[src/rtl/idct_blok_hakemi_pkg.sv]
// Shared widths and constants for the IDCT block arbiter slice.
package idct_blok_hakemi_pkg;

    localparam int unsigned Q_BIT                     = 12;
    localparam int unsigned BLOCK_BIT                 = 3;
    localparam int unsigned PIXEL_BIT                 = 8;
    localparam int unsigned ISTEKCI_SAYISI_VARSAYILAN = 3;

    localparam logic LOW  = 1'b0;
    localparam logic HIGH = 1'b1;

endpackage

[src/rtl/idct_blok_hakemi_etiket_fifo.sv]
// In-order tag FIFO: remembers which requester owns each block inside the transformer.
module etiket_fifo
    import idct_blok_hakemi_pkg::*;
#(
    parameter int unsigned GENISLIK = 2,
    parameter int unsigned DERINLIK = 2
) (
    input  logic                clk,
    input  logic                rst,
    input  logic                push,
    input  logic                pop,
    input  logic [GENISLIK-1:0] veri,
    output logic [GENISLIK-1:0] bas,
    output logic                dolu,
    output logic                bos
);

    localparam int unsigned PTR_BIT  = (DERINLIK > 1) ? $clog2(DERINLIK) : 1;
    localparam int unsigned SAYI_BIT = $clog2(DERINLIK + 1);

    logic [DERINLIK*GENISLIK-1:0] bellek;
    logic [PTR_BIT-1:0]           yaz_r;
    logic [PTR_BIT-1:0]           oku_r;
    logic [SAYI_BIT-1:0]          sayi_r;
    logic                         yaz_ok;
    logic                         oku_ok;

    function automatic logic [PTR_BIT-1:0] ilerlet(input logic [PTR_BIT-1:0] p);
        return (32'(p) == DERINLIK - 1) ? '0 : p + PTR_BIT'(1);
    endfunction

    assign bos    = (sayi_r == '0);
    assign dolu   = (sayi_r == SAYI_BIT'(DERINLIK));
    assign oku_ok = pop && !bos;
    // A pop in the same cycle frees the slot the push needs.
    assign yaz_ok = push && (!dolu || oku_ok);
    assign bas    = bellek[32'(oku_r)*GENISLIK +: GENISLIK];

    always_ff @(posedge clk) begin
        if (rst) begin
            bellek <= '0;
            yaz_r  <= '0;
            oku_r  <= '0;
            sayi_r <= '0;
        end else begin
            if (yaz_ok) begin
                bellek[32'(yaz_r)*GENISLIK +: GENISLIK] <= veri;
                yaz_r <= ilerlet(yaz_r);
            end
            if (oku_ok) begin
                oku_r <= ilerlet(oku_r);
            end
            case ({yaz_ok, oku_ok})
                2'b10:   sayi_r <= sayi_r + SAYI_BIT'(1);
                2'b01:   sayi_r <= sayi_r - SAYI_BIT'(1);
                default: sayi_r <= sayi_r;
            endcase
        end
    end

endmodule

[src/rtl/idct_blok_hakemi.sv]
// Block-granular round-robin arbiter sharing one IDCT between dequantizer streams,
// tagging each transformer output block with the id of the requester that fed it.
module idct_blok_hakemi
    import idct_blok_hakemi_pkg::*;
#(
    parameter int unsigned ISTEKCI_SAYISI  = ISTEKCI_SAYISI_VARSAYILAN,
    parameter int unsigned ID_BIT          = 2,
    parameter int unsigned ETIKET_DERINLIK = 2
) (
    input  logic                                clk_i,
    input  logic                                rst_i,
    input  logic [ISTEKCI_SAYISI*Q_BIT-1:0]     ist_veri_i,
    input  logic [ISTEKCI_SAYISI*BLOCK_BIT-1:0] ist_row_i,
    input  logic [ISTEKCI_SAYISI*BLOCK_BIT-1:0] ist_col_i,
    input  logic [ISTEKCI_SAYISI-1:0]           ist_gecerli_i,
    input  logic [ISTEKCI_SAYISI-1:0]           ist_blok_son_i,
    output logic [ISTEKCI_SAYISI-1:0]           ist_hazir_o,
    output logic [Q_BIT-1:0]                    tr_veri_o,
    output logic [BLOCK_BIT-1:0]                tr_row_o,
    output logic [BLOCK_BIT-1:0]                tr_col_o,
    output logic                                tr_gecerli_o,
    output logic                                tr_blok_son_o,
    input  logic                                tr_hazir_i,
    input  logic [PIXEL_BIT-1:0]                tr_sonuc_veri_i,
    input  logic [BLOCK_BIT-1:0]                tr_sonuc_row_i,
    input  logic [BLOCK_BIT-1:0]                tr_sonuc_col_i,
    input  logic                                tr_sonuc_gecerli_i,
    input  logic                                tr_sonuc_blok_son_i,
    output logic                                tr_sonuc_hazir_o,
    output logic [PIXEL_BIT-1:0]                gd_veri_o,
    output logic [BLOCK_BIT-1:0]                gd_row_o,
    output logic [BLOCK_BIT-1:0]                gd_col_o,
    output logic [ID_BIT-1:0]                   gd_id_o,
    output logic                                gd_gecerli_o,
    output logic                                gd_blok_son_o,
    input  logic                                gd_hazir_i,
    output logic                                hata_o
);

    localparam int unsigned N       = ISTEKCI_SAYISI;
    localparam int unsigned SEC_BIT = $clog2(N);

    typedef enum logic {BOSTA, AKTAR} durum_t;

    durum_t              durum_r, durum_d;
    logic [ID_BIT-1:0]   kazanan_r, kazanan_d;
    logic [ID_BIT-1:0]   son_kazanan_r, son_kazanan_d;
    logic [SEC_BIT-1:0]  sec;
    logic                etiket_yaz;
    logic                etiket_oku;
    logic                dolu;
    logic                bos;
    logic                son_el;

    // First valid requester after the previous winner, wrapping modulo N.
    function automatic logic [ID_BIT-1:0] rr_sec(input logic [N-1:0] gecerli,
                                                  input logic [ID_BIT-1:0] son);
        logic [ID_BIT-1:0] secim;
        logic              bulundu;
        int unsigned       aday;
        secim   = son;
        bulundu = LOW;
        for (int unsigned i = 1; i <= N; i++) begin
            aday = (32'(son) + i) % N;
            if (!bulundu && gecerli[SEC_BIT'(aday)]) begin
                secim   = ID_BIT'(aday);
                bulundu = HIGH;
            end
        end
        return secim;
    endfunction

    assign sec       = SEC_BIT'(kazanan_r);
    assign tr_veri_o = ist_veri_i[32'(sec)*Q_BIT +: Q_BIT];
    assign tr_row_o  = ist_row_i[32'(sec)*BLOCK_BIT +: BLOCK_BIT];
    assign tr_col_o  = ist_col_i[32'(sec)*BLOCK_BIT +: BLOCK_BIT];
    assign son_el    = ist_gecerli_i[sec] && tr_hazir_i && ist_blok_son_i[sec];

    always_ff @(posedge clk_i) begin
        if (rst_i) begin
            durum_r       <= BOSTA;
            kazanan_r     <= '0;
            son_kazanan_r <= ID_BIT'(N - 1);
        end else begin
            durum_r       <= durum_d;
            kazanan_r     <= kazanan_d;
            son_kazanan_r <= son_kazanan_d;
        end
    end

    // Grant is held for the whole block; only the last-beat handshake releases it.
    always_comb begin
        durum_d       = durum_r;
        kazanan_d     = kazanan_r;
        son_kazanan_d = son_kazanan_r;
        ist_hazir_o   = '0;
        tr_gecerli_o  = LOW;
        tr_blok_son_o = LOW;
        etiket_yaz    = LOW;
        case (durum_r)
            BOSTA: begin
                if (|ist_gecerli_i && !dolu) begin
                    kazanan_d = rr_sec(ist_gecerli_i, son_kazanan_r);
                    durum_d   = AKTAR;
                end
            end
            AKTAR: begin
                ist_hazir_o[sec] = tr_hazir_i;
                tr_gecerli_o     = ist_gecerli_i[sec];
                tr_blok_son_o    = ist_blok_son_i[sec];
                if (son_el) begin
                    etiket_yaz    = HIGH;
                    son_kazanan_d = kazanan_r;
                    durum_d       = BOSTA;
                end
            end
            default: durum_d = BOSTA;
        endcase
    end

    assign gd_gecerli_o     = tr_sonuc_gecerli_i && !bos;
    assign tr_sonuc_hazir_o = gd_hazir_i && !bos;
    assign gd_veri_o        = tr_sonuc_veri_i;
    assign gd_row_o         = tr_sonuc_row_i;
    assign gd_col_o         = tr_sonuc_col_i;
    assign gd_blok_son_o    = tr_sonuc_blok_son_i;
    assign etiket_oku       = tr_sonuc_gecerli_i && tr_sonuc_hazir_o && tr_sonuc_blok_son_i;

    etiket_fifo #(
        .GENISLIK (ID_BIT),
        .DERINLIK (ETIKET_DERINLIK)
    ) u_etiket_fifo (
        .clk  (clk_i),
        .rst  (rst_i),
        .push (etiket_yaz),
        .pop  (etiket_oku),
        .veri (kazanan_r),
        .bas  (gd_id_o),
        .dolu (dolu),
        .bos  (bos)
    );

    // Sticky: output beats with no owner, or a tag with nowhere to go.
    always_ff @(posedge clk_i) begin
        if (rst_i) begin
            hata_o <= LOW;
        end else if ((tr_sonuc_gecerli_i && bos) || (etiket_yaz && dolu)) begin
            hata_o <= HIGH;
        end
    end

endmodule

[config.mk]
export PLATFORM = sky130hd
export DESIGN_NAME = idct_blok_hakemi
export DESIGN_NICKNAME = d
export VERILOG_FILES = /design/src/rtl/idct_blok_hakemi_pkg.sv /design/src/rtl/idct_blok_hakemi_etiket_fifo.sv /design/src/rtl/idct_blok_hakemi.sv
export SDC_FILE = /design/constraint.sdc
export NUM_CORES = 1
export LEC_CHECK = 0
export BUFFER_PORTS_ARGS = -buffer_cell sky130_fd_sc_hd__clkbuf_2
export CORE_MARGIN = 4
export CORE_UTILIZATION = 42
export DETAILED_ROUTE_END_ITERATION = 7
export PLACE_DENSITY = 0.86
export SYNTH_ARGS = -nofsm -noshare
export SYNTH_HDL_FRONTEND = slang
export SYNTH_SLANG_ARGS = --single-unit
[constraint.sdc]
create_clock -name clk_i -period 3.2 [get_ports clk_i]
set_input_delay 0.48 -clock clk_i [delete_from_list [all_inputs] [get_ports clk_i]]
set_output_delay 0.48 -clock clk_i [all_outputs]
set_load 0.05 [all_outputs]
* Yosys cells after proc, flatten, opt, wreduce, memory -nomap -nowiden
Index checks and enable logic that the tools add are counted.
** Word-level totals
- Bits of input ports :: 80
- Output and inout bits :: 43
- Memory bits (read-only) :: 0
- Logic and storage cells :: 95
- Latch bits :: 0
- Register bits after elaboration :: 14
- Memories :: 0
- RAM bits :: 0
** Cells by class
- $lt $le $gt $ge :: 5
- Multipliers :: 2
- Equal/unequal tests :: 3
- Div/mod/pow operators :: 3
- Add/sub/neg operators :: 8
- Mux-type cells :: 33
- Bitwise logic cells :: 2
- Reduce and logical (&&, ||, !) cells :: 25
- Shifts and indexed selects :: 6
** Operators with widths (count)
- $mod 32x2->32 const B :: 3
- $shiftx 36x7->12 :: 1
- $neg 2->34 :: 1
- $shift 2x34->4 const A :: 1
- $shiftx 2x34->4 :: 1
- $mux 1 :: 20
- $shiftx 9x5->3 :: 2
- $logic_and 1x1->1 :: 14
- $lt 2x3->1 const B :: 4
- $bmux 1 s2 :: 5
- $mul 2x2->4 const B :: 2
- $add 2x2->3 const B :: 2
- $mux 2 :: 3
- $bwmux 4 :: 1
- $eq 2x2->1 const B :: 2
- $logic_not 1->1 :: 4
- $pmux 2 s2 :: 1
- $reduce_and 2->1 :: 2
- $shiftx 4x3->2 :: 1
- $add 2x1->3 const B :: 1
- $and 3x3->3 :: 1
- $mux 3 :: 1
- $reduce_or 3->1 :: 1
- $add 1x1->1 const B :: 2
- other kinds (10) :: 11

* Depth between registers and ports, before layout
- Depth in word-level cells :: 15
- Gate-level depth with buffers :: 8
- Gate-level depth less buffers :: 7

* Modules after synthesis
A second synthesis with hierarchy kept.
** Unflattened totals
- Cells, all modules :: 192
- Area total of the unflattened synthesis :: 1480.2 µm²
** Modules (own cells, without submodules)
- idct_blok_hakemi :: sequential area each 120.1 µm², area each 1071.0 µm², instances 1, cells an instance 150
- etiket_fifo :: sequential area each 160.2 µm², area each 409.1 µm², instances 1, cells an instance 42

* Worst setup path before layout
Ideal clock, no wire load.
- Kind :: register -> output
- Start point :: register kazanan_r[0]
- End point :: output port tr_col_o[0]
- Data arrival time :: 2.010 ns
- Buffers on the path :: 2
- Stages on the path, launching flop included :: 5
- Path slack :: 0.710 ns
- Data required time :: 2.720 ns
- Cell sequence :: dfxtp_1 -> buf_6 -> clkbuf_1 -> mux2i_1 -> o21ai_0
** Between the ends
- Word-level cells in the longest chain between the ends :: 2
** Ends and longest elaborated chain
- start, declared :: RTL line idct_blok_hakemi.sv:46 : logic [ID_BIT-1:0] kazanan_r, kazanan_d;
- start signal, assigned :: RTL line idct_blok_hakemi.sv:86 : kazanan_r <= kazanan_d;
- $mul 2x2->4 :: RTL line idct_blok_hakemi.sv:76 : assign tr_col_o = ist_col_i[32'(sec)*BLOCK_BIT +: BLOCK_BIT];
- $shiftx 9x5->3 :: RTL line idct_blok_hakemi.sv:76
- end, declared :: RTL line idct_blok_hakemi.sv:20 : output logic [BLOCK_BIT-1:0] tr_col_o,
No other way between the ends.

* Final worst setup path
- Start point :: register kazanan_r[0]
- End point :: output port tr_blok_son_o
** Between the ends
- Word-level cells in the longest chain between the ends :: 3
** Ends and longest elaborated chain
- $bmux 1 s2 :: RTL line idct_blok_hakemi.sv:110 : tr_blok_son_o = ist_blok_son_i[sec];
- $mux 1 (not written as such) :: RTL line idct_blok_hakemi.sv:110
- $mux 1 :: RTL line idct_blok_hakemi.sv:100 : case (durum_r)
- end, declared :: RTL line idct_blok_hakemi.sv:22 : output logic tr_blok_son_o,
No other way between the ends. The select of a mux whose other input is x is not followed.

==> summary.txt <==
Run status
  – Status: finished clean

Critical path
  – Depth of the worst register-to-register path: 6
  – Startpoint Class: flop
  – CP endpoint: tr_blok_son_o
  – Worst Setup Path Type: flop to primary output
  – Crit path DAT: 2.08 ns
  – Crit end category: primary output
  – Setup crit start: kazanan_r[0]$_SDFFE_PP0P_
  – Worst Path Max Fanout: 19
  – Reg2Reg Setup Slack: between 0.9 and 1 ns
  – WP data required: ~2.7 ns
  – Reg2reg end: u_etiket_fifo.sayi_r[0]$_SDFFE_PP0P_
  – FF-to-FF Start: kazanan_r[0]$_SDFFE_PP0P_

Yosys
  – Largest area contributor in the netlist: dfxtp_1
  – Avg Synthesized Cell Area: around 7.3 µm²
  – Post-Synthesis Cells: 205
  – Cell Area, Synth: roughly 1500 µm²
  – Synth Net Count: approximately 290
  – Yosys cell types: 46
  – Area share of the largest cell type after synthesis: 18.7%
  – Ys flop type: dfxtp_1
  – Register area share after synthesis: approximately a fifth
  – Number of flops mapped to enable cells by yosys: 0
  – Top post-synthesis cells by area: dfxtp_1 (19%), mux2i_1 (15%), o21ai_0 (7.7%)
  – Synth warn: 0
  – FFs w/ async S/R, synth: 0%
  – Yosys reg bits: 14

Cells and area
  – Diodes inserted: 0
  – Non-Filler Instances: 321
  – Area growth from synthesis to layout: 26.3%
  – Final instance area: around 1900 µm²
  – Layout cells sized above 1: 38.9%
  – Nets: 358

Global route
  – Largest net degree at the start of global routing: 29
  – Vias in the first global route: 1,569
  – Gr usage total: between 10% and 20%
  – First-pass GRT wire length: around 6800 µm
  – Initial antenna violation count: 0
  – Grt ovf: 0

Route
  – Avg WL per Cell: between 10 and 15 µm
  – DRT antenna net count: 0
  – DR iter-0 viols: between 60 and 70
  – Vias per cell: approximately 5.5
  – DR DRC count: 0
  – DR pass1 iterations: 5
  – Via count: ~1,800
  – Final wirelength: between 4000 and 5000 µm

Timing
  – Final clock skew: approximately 0.0047 ns
  – Final worst path period share: 80.1%
  – Fin worst setup slack: about 0.64 ns
  – RSZ-0062 raised after global routing: false
  – Achievable Freq: between 300 and 400 MHz
  – Slew HR: about 64%
  – Actual slew at the worst max-slew pin: about 0.54 ns
  – Total negative slack: 0 ns
  – Endpoints failing setup: 0
  – Fin crit period: roughly 2.6 ns
  – Final Hold Viols: 0
  – Max Slew Vio Count: 0

Clock tree
  – Post-CTS Setup Bufs: 0
  – Post-CTS sizing: 0
  – CTS max path bufs: 2
  – H-tree levels: 1
  – Skew-Pair Late Insertion Delay: about 0.27 ns
  – CTS tree: done
  – Clock transition at the registers of the reported paths: roughly 0.09 ns
  – CTS Buf Count: 3
  – Root Buffer: clkbuf_4
  – Clock sinks: 14
  – Hold Buf Count CTS: 0

Pwr
  – Power Density: approximately 370 nW/µm²
  – Combinational power share: around 55%
  – Switching share of total power: between 40% and 50%
  – NetSw: roughly 0.00034 W
  – P_int: roughly 0.00037 W
  – Clock share of power: between 10% and 20%
  – Total power draw: about 0.0007 W
  – Leakage: a little under 0.9 nW
  – Max IR drop VDD: approximately 230 µV
  – Seq pwr share: 27.4%

Run
  – Max_cap viols: 0

Die
  – Die X-Extent: a little under 70 µm
  – Core footprint: between 3000 and 4000 µm²
  – Die footprint: 4590 µm²
  – Site Rows: 21
  – I/O pins: about 120
  – Die H: 67.7 µm
  – Initial core utilization: between 40% and 50%

Worst hold path
  – Hold Path Stages: 3
  – Hold Crit Class: primary input to flop

Placed design
  – Placed cell area: around 1900 µm²
  – Cell count after placement: about 320
  – # port buffers: 94
  – Post-place setup slack: between 0.9 and 1 ns
  – GPL Wtd Cong: between 0.7 and 0.8
  – Hpwl dp: 3820 µm
[state kept, by name (all words and copies together) (netlist names)]
| signal | cells |
|---|---|
| u_etiket_fifo.yaz_r | 1 |
| u_etiket_fifo.bellek | 4 |
| u_etiket_fifo.oku_r | 1 |
| durum_r | 1 |
| kazanan_r | 2 |
| hata_o | 1 |
| son_kazanan_r | 2 |
| u_etiket_fifo.sayi_r | 2 |
[cell usage after synthesis (all sizes together), types with 2 or more instances]
master / number
nand2: 30
o21ai: 25
buf: 22
mux2i: 22
dfxtp: 14
nor2: 11
clkbuf: 9
nor2b: 9
a21oi: 7
nor3: 5
inv: 4
a211oi: 3
a21boi: 3
nand3: 3
o2bb2ai: 3
a2111oi: 2
a221oi: 2
a2bb2oi: 2
and2: 2
ha: 2
mux2: 2
nand3b: 2
nand4: 2
nor4: 2
o21bai: 2
or3: 2
xnor2: 2
[through the flow]
stage	util [%]	hold WS (ns)
2_1_floorplan	-	0.454
3_3_place_gp	54.7	0.465
3_5_place_dp	54.7	0.473
4_1_cts	55.8	0.476
5_1_grt	55.8	0.525
6_report	55.8	0.475
[cell type report]
type | count | area [µm²]
clock buffer | 4 | 36.3
sequential | 14 | 280
inverter | 4 | 15.0
fill | 334 | 1500
tap | 46 | 57.6
timing repair buffer | 97 | 493
multi-input combinational | 156 | 1010
[power by group through the flow]
stage | Combinational (W) | Clock, W | Sequential (W)
finish | 0.000382 | 0.000128 | 0.000192
global route | 0.000407 | 0.000136 | 0.000194
CTS | 0.000383 | 0.000130 | 0.000192
detailed placement | 0.000382 | 0 | 0.000196
global placement | 0.000377 | 0 | 0.000196
floorplan | 0.000328 | 0 | 0.000194
[metal layers]
metal  up-vias  wire length, µm  global-route usage, %  part of all wire, %
met5         -                0                      0                    0
met4         0                0                   1.77                    0
met3         0              539                   3.66                   11
met2        88             2420                   36.6                   51
met1       802             1750                   20.9                   37
li1        863                -                      -                    -
[cells by family (layout without fill, tap and decap cells)]
| group | count (synthesis) | count (layout) | synth area share (%) |
|---|---|---|---|
| compound gates | 57 | 57 | 25.3 |
| xor+xnor | 2 | 2 | 1.17 |
| fa+ha+maj | 2 | 2 | 1.67 |
| buf+inv | 35 | 105 | 13.9 |
| flops | 14 | 14 | 18.7 |
| mux | 24 | 24 | 16.2 |
| simple gates | 71 | 71 | 23.1 |
[worst min path at each step]
stage / startpoint / slack (ns) / endpoint
floorplan: son_kazanan_r[0]$_SDFFE_PP0P_ / 0.45 / son_kazanan_r[0]$_SDFFE_PP0P_
global placement: hata_o$_SDFFE_PP0P_ / 0.47 / hata_o$_SDFFE_PP0P_
detailed placement: u_etiket_fifo.bellek[3]$_SDFFE_PP0P_ / 0.47 / u_etiket_fifo.bellek[3]$_SDFFE_PP0P_
CTS: tr_sonuc_gecerli_i / 0.48 / hata_o$_SDFFE_PP0P_
global route: tr_sonuc_gecerli_i / 0.53 / hata_o$_SDFFE_PP0P_
finish: tr_sonuc_gecerli_i / 0.47 / hata_o$_SDFFE_PP0P_
[cells in the final DEF, fill, tap and decap left out, drive strengths merged, types with 3 or more instances in the layout]
cell | synthesis | routed
a211oi | 3 | 3
a21boi | 3 | 3
a21oi | 7 | 7
buf | 22 | 3
clkbuf | 9 | 98
dfxtp | 14 | 14
inv | 4 | 4
mux2i | 22 | 22
nand2 | 30 | 30
nand3 | 3 | 3
nor2 | 11 | 11
nor2b | 9 | 9
nor3 | 5 | 5
o21ai | 25 | 25
o2bb2ai | 3 | 3
[worst max-delay path: stages, from the launching register on]
cell	delay, ns
dfxtp_1	0.57
buf_4	0.37
mux2i_1	0.31
o2bb2ai_1	0.14
and2_1	0.18
clkbuf_2	0.23
Note: power is estimated with default switching activity, not from simulation.
